===== src/rtl/sap1_mac.sv =====
// sap1_mac -- multi-cycle multiply-accumulate unit for the SAP-1 datapath.
//
// Operands are captured from the shared bus (REGA/REGB). A run opcode
// (MUL/MAC/MSUB) snapshots them and runs a radix-2 shift-add multiply for
// DATA_WIDTH cycles. One ACCUM cycle then folds the product into a
// 2*DATA_WIDTH accumulator. MSW/LSW copy either half of ACC into mac_out.
//
// Build option: define SAP1_MAC_SIGNED_EN for a two's-complement multiply
// with signed overflow detection. When it is undefined the multiply is
// unsigned and overflow means carry (MAC) or borrow (MSUB).
//
// Ports:
//   clk           clock, rising edge
//   reset         synchronous, active-high reset
//   mac_opcode    4-bit command, valid for one cycle
//   bus_in        shared data bus, sampled on REGA/REGB
//   mac_out       output register feeding the bus mux
//   mac_busy      high in the MULT and ACCUM cycles
//   mac_done      one-cycle pulse in the cycle ACC is written
//   mac_zero      combinational ACC == 0
//   mac_overflow  sticky overflow flag, cleared by MUL or by reset
module sap1_mac #(
  parameter int DATA_WIDTH = 8
) (
  input  logic                  clk,
  input  logic                  reset,
  input  logic [3:0]            mac_opcode,
  input  logic [DATA_WIDTH-1:0] bus_in,
  output logic [DATA_WIDTH-1:0] mac_out,
  output logic                  mac_busy,
  output logic                  mac_done,
  output logic                  mac_zero,
  output logic                  mac_overflow
);

  localparam int W  = DATA_WIDTH;
  localparam int AW = 2 * DATA_WIDTH;
  localparam int CW = $clog2(DATA_WIDTH) + 1;

  localparam logic [3:0] OP_MUL  = 4'd1;
  localparam logic [3:0] OP_MAC  = 4'd2;
  localparam logic [3:0] OP_MSUB = 4'd3;
  localparam logic [3:0] OP_REGA = 4'd4;
  localparam logic [3:0] OP_REGB = 4'd5;
  localparam logic [3:0] OP_MSW  = 4'd6;
  localparam logic [3:0] OP_LSW  = 4'd7;
  localparam logic [3:0] OP_RST  = 4'd8;

  typedef enum logic [1:0] {S_IDLE, S_MULT, S_ACCUM} state_t;

  state_t          state;
  logic [W-1:0]    a_reg, b_reg;
  logic [AW-1:0]   acc;
  logic [AW-1:0]   mcand;
  logic [W-1:0]    mplier;
  logic [AW-1:0]   partial;
  logic [CW-1:0]   cnt;
  logic [1:0]      op_q;

  logic            run_req;
  logic            last_step;
  logic [AW-1:0]   part_nxt;
  logic [AW:0]     sum_ext, dif_ext;
  logic            add_ovf, sub_ovf;
  logic [AW-1:0]   mcand_init;

  assign run_req   = (mac_opcode == OP_MUL) || (mac_opcode == OP_MAC) ||
                     (mac_opcode == OP_MSUB);
  assign last_step = (cnt == CW'(1));
  assign mac_zero  = (acc == '0);

`ifdef SAP1_MAC_SIGNED_EN
  assign mcand_init = {{W{a_reg[W-1]}}, a_reg};
`else
  assign mcand_init = {{W{1'b0}}, a_reg};
`endif

  // One shift-add step. In the signed build the multiplier MSB carries
  // negative weight, so on the last step its term is subtracted.
  always_comb begin
    part_nxt = partial;
    if (mplier[0]) begin
`ifdef SAP1_MAC_SIGNED_EN
      if (last_step) part_nxt = partial - mcand;
      else           part_nxt = partial + mcand;
`else
      part_nxt = partial + mcand;
`endif
    end
  end

  always_comb begin
    sum_ext = {1'b0, acc} + {1'b0, partial};
    dif_ext = {1'b0, acc} - {1'b0, partial};
`ifdef SAP1_MAC_SIGNED_EN
    // Signed overflow: result sign differs from what the operand signs allow.
    add_ovf = (acc[AW-1] == partial[AW-1]) && (sum_ext[AW-1] != acc[AW-1]);
    sub_ovf = (acc[AW-1] != partial[AW-1]) && (dif_ext[AW-1] != acc[AW-1]);
`else
    add_ovf = sum_ext[AW];
    sub_ovf = dif_ext[AW];
`endif
  end

  always_ff @(posedge clk) begin
    if (reset || (mac_opcode == OP_RST)) begin
      state        <= S_IDLE;
      a_reg        <= '0;
      b_reg        <= '0;
      acc          <= '0;
      mcand        <= '0;
      mplier       <= '0;
      partial      <= '0;
      cnt          <= '0;
      op_q         <= '0;
      mac_out      <= '0;
      mac_busy     <= 1'b0;
      mac_done     <= 1'b0;
      mac_overflow <= 1'b0;
    end else begin
      // Register loads and readouts are legal in every state. The running
      // multiply works from its own snapshot, and a readout in the ACCUM
      // cycle sees the ACC value from before the update.
      case (mac_opcode)
        OP_REGA: a_reg   <= bus_in;
        OP_REGB: b_reg   <= bus_in;
        OP_MSW:  mac_out <= acc[AW-1:W];
        OP_LSW:  mac_out <= acc[W-1:0];
        default: ;
      endcase

      case (state)
        S_IDLE: begin
          if (run_req) begin
            mcand    <= mcand_init;
            mplier   <= b_reg;
            partial  <= '0;
            cnt      <= CW'(W);
            op_q     <= mac_opcode[1:0];
            mac_busy <= 1'b1;
            state    <= S_MULT;
          end
        end
        S_MULT: begin
          partial <= part_nxt;
          mcand   <= mcand << 1;
          mplier  <= mplier >> 1;
          cnt     <= cnt - CW'(1);
          if (last_step) begin
            state    <= S_ACCUM;
            mac_done <= 1'b1;
          end
        end
        S_ACCUM: begin
          case (op_q)
            2'd1: begin
              acc          <= partial;
              mac_overflow <= 1'b0;
            end
            2'd2: begin
              acc <= sum_ext[AW-1:0];
              if (add_ovf) mac_overflow <= 1'b1;
            end
            2'd3: begin
              acc <= dif_ext[AW-1:0];
              if (sub_ovf) mac_overflow <= 1'b1;
            end
            default: ;
          endcase
          mac_done <= 1'b0;
          mac_busy <= 1'b0;
          state    <= S_IDLE;
        end
        default: state <= S_IDLE;
      endcase
    end
  end

endmodule


===== config.mk =====
export PLATFORM = sky130hd
export DESIGN_NAME = sap1_mac
export DESIGN_NICKNAME = d
export VERILOG_FILES = /design/src/rtl/sap1_mac.sv
export SDC_FILE = /design/constraint.sdc
export NUM_CORES = 1
export LEC_CHECK = 0
export ABC_AREA = 1
export BUFFER_PORTS_ARGS = -buffer_cell sky130_fd_sc_hd__buf_2
export CAP_MARGIN = 25
export CORE_UTILIZATION = 50
export DETAILED_ROUTE_END_ITERATION = 12
export MAX_ROUTING_LAYER = met4
export PLACE_DENSITY = 0.75
export SYNTH_ARGS = -nofsm -noshare
export SYNTH_HDL_FRONTEND = slang
export SYNTH_SLANG_ARGS = --single-unit
export TNS_END_PERCENT = 10

===== constraint.sdc =====
create_clock -name clk -period 2.05 [get_ports clk]
set_input_delay 0.205 -clock clk [delete_from_list [all_inputs] [get_ports clk]]
set_output_delay 0.205 -clock clk [all_outputs]
set_load 0.01 [all_outputs]

==> results_dict.tcl <==
set metrics [dict create \
    p_int_uw 2810 \
    crit_end "acc[12]" \
    ir_drop_uv 549 \
    setup_violations 0 \
    pin_count 26 \
    synthDistinctLibCells 43 \
    yosysWarnings 0 \
    grt_antenna_before_repair 0 \
    final_cell_mix "274 x nand2_1, 146 x inv_1, 99 x a21oi_1, 89 x dfxtp_1, 84 x nand3_1" \
    dr.first_iter.drc_count 547 \
    start_util 0.516 \
    insertion_delay_ns 0.36 \
    synth_ff_type "dfxtp_1" \
    crit_cells 11 \
    outcome "finished, final reports clean" \
    place_ws_ns 0.0661 \
    cp.arrival_ns 2.20 \
    htreeDepth 3 \
    rsz0062_at_grt "yes" \
    fin_worst_skew_ns 0.0104 \
    wl_mm 17.8 \
    grt_pass1_vias 6235 \
    routed_via_density 5.41 \
    p_comb_frac 0.111 \
    ctsHoldBuffers 0 \
    utilization 0.578 \
    antennaDiodeCount 0 \
    hold_viol_final 0 \
    maxSlewHeadroom 0.664 \
    area_growth_pct 11.9 \
    track_usage 0.287 \
    placementRows 41 \
    path_clk_slew_ns 0.07 \
    critPathMaxFanout 6 \
    place.detailed.hpwl_mm 13.8 \
    total_power_uw 3900 \
    switching_share 0.280 \
    cts-root-buf "clkbuf_16" \
    slowest_delay_ns 0.41 \
    hold_path_class "input port to register" \
    syn_nets 1103 \
    layout_setup_ws_ns 0.111 \
    timing.final.crit_period_ns 1.94 \
    netlist_area_sq_um 6570 \
    grt_pass1_wl_mm 29.2 \
    slowest_stage "fa_1" \
    antenna_left 0 \
    max_freq_mhz 516 \
    grt_remaining_overflow 0 \
    cp_cell_sequence "ha_1 -> fa_1 -> nand2_1 -> nand2_1 -> and2_1 -> nand2_1 -> nand4_1 -> nand3_1 -> nand3_1 -> nand2_1 -> inv_1" \
    maxCapViolCount 0 \
    die_y_microns 117 \
    wl_per_cell_microns 14.3 \
    synth-seq-cells 91 \
    layout_commonest_cell "nand2_1" \
    crit_path_end_kind "register" \
    syn_area_per_cell_sq_um 6.34 \
    nets 1139 \
    drt_first_pass_iters 6 \
    r2r-end "acc[12]" \
    worstMarginPinSlew_ns 0.503 \
    cts_tree "done" \
    numPortBuffers 25 \
    vias 6751 \
    r2r_setup_slack_ns 0.11 \
    p_sw_uw 1090 \
    setup.worst_path.start_class "register" \
    async_reset_ff_frac 0 \
    crit_start "partial[0]" \
    p_per_area_nw_per_um2 530 \
    cts_resized 0 \
    path_class "register to register" \
    power.leakage_uw 0.00352 \
    critical_path.most_common_cell "nand2_1" \
    dieWidth_microns 117 \
    fp.dieArea_sq_um 13600 \
    post-route-period-util 0.946 \
    cp.required_ns 2.31 \
    finalWeightedCongestion 0.984 \
    rr_startpoint "partial[0]" \
    reg2regPathDepth 11 \
    clock_power_share 0.411 \
    cts_sinks 91 \
    layout-drive-gt1-share 0.105 \
    drc 0 \
    cp.buffers_inverters 1 \
    synth-edff-count 0 \
    cts_inserted_buffers 9 \
    seq_area_frac_synth 0.277 \
    core-area_sq_um 12700 \
    drv_slew 0 \
    seq_power_share 0.477 \
    largestRegisters "acc (16), mcand (16), partial (16)" \
    cpLargestDelayFamily "simple AND/OR/NAND/NOR gates" \
    hold_slack_ns 0.0934 \
    synthCells 1036 \
    ctsLongestPathBuffers 2 \
    cts_setup_buffers 0 \
    grt_max_degree 33 \
]
[layout make-up]
cell class / instances / area [sq um]
clock buffers: 9 / 225
repair buffers: 63 / 435
multi-input cells: 754 / 4020
well taps: 172 / 215
fillers: 1240 / 5370
inverters: 153 / 574
clock inverters: 6 / 57.6
flip-flops and latches: 91 / 1820
[layer usage]
metal	global-route usage	up-vias	share of wire
met2	0.476	193	0.46
met1	0.345	3063	0.46
met3	0.0405	42	0.047
li1	-	3453	-
met4	0.134	0	0.035
met5	-	-	0
[power groups by stage]
stage	Clock [uW]	Sequential [uW]	Combinational [uW]
after floorplan	0	1900	298
after global placement	0	1900	423
after detailed placement	0	1900	428
after CTS	1620	1860	430
after global routing	1710	1870	484
final	1600	1860	434
[synthesized netlist by cell type (5+ instances only)]
cell type  count  area share
nand2_1      277        0.16
inv_1        147       0.084
a21oi_1       99       0.075
dfxtp_1       91        0.28
nand3_1       84       0.064
nor2_1        78       0.045
o21ai_0       63       0.048
ha_1          50       0.095
buf_2         20       0.015
a211oi_1      16       0.018
a31oi_1       16       0.015
clkbuf_1      13      0.0074
nand4_1       12       0.011
nor3_1         7      0.0053
inv_2          6      0.0034
xor2_1         5      0.0067
[cells by family after synthesis]
| group | share of synthesized area |
|---|---|
| AND/OR/NAND/NOR | 0.312 |
| AO/OA/AOI/OAI | 0.184 |
| adder cells (fa/ha/maj) | 0.104 |
| buffers and inverters | 0.116 |
| XOR/XNOR | 0.00667 |
| flip-flops | 0.277 |
[worst min-delay path: cells and delay by family]
kind,cells,cell delay [ns]
AND/OR/NAND/NOR,2,0.12
buffers and inverters,1,0.09
[how the worst min path moves through the flow]
stage / startpoint / to / cells past startpoint
2_1_floorplan: bus_in[0] / b_reg[0] / 2
3_3_place_gp: mac_out[0] / mac_out[0] / 2
3_5_place_dp: mac_out[2] / mac_out[2] / 2
4_1_cts: bus_in[0] / b_reg[0] / 3
5_1_grt: bus_in[3] / b_reg[3] / 3
6_report: bus_in[0] / b_reg[0] / 3
[through the flow]
| step | cells | instance area, sq um | TNS [ns] |
|---|---|---|---|
| 2_1_floorplan | 1036 | 6570 | 0 |
| 3_3_place_gp | 1233 | 7030 | 0 |
| 3_5_place_dp | 1233 | 7030 | 0 |
| 4_1_cts | 1248 | 7310 | 0 |
| 5_1_grt | 1248 | 7350 | -0.203 |
| 6_report | 1248 | 7350 | 0 |
Note: power is estimated with default switching activity, not from simulation.
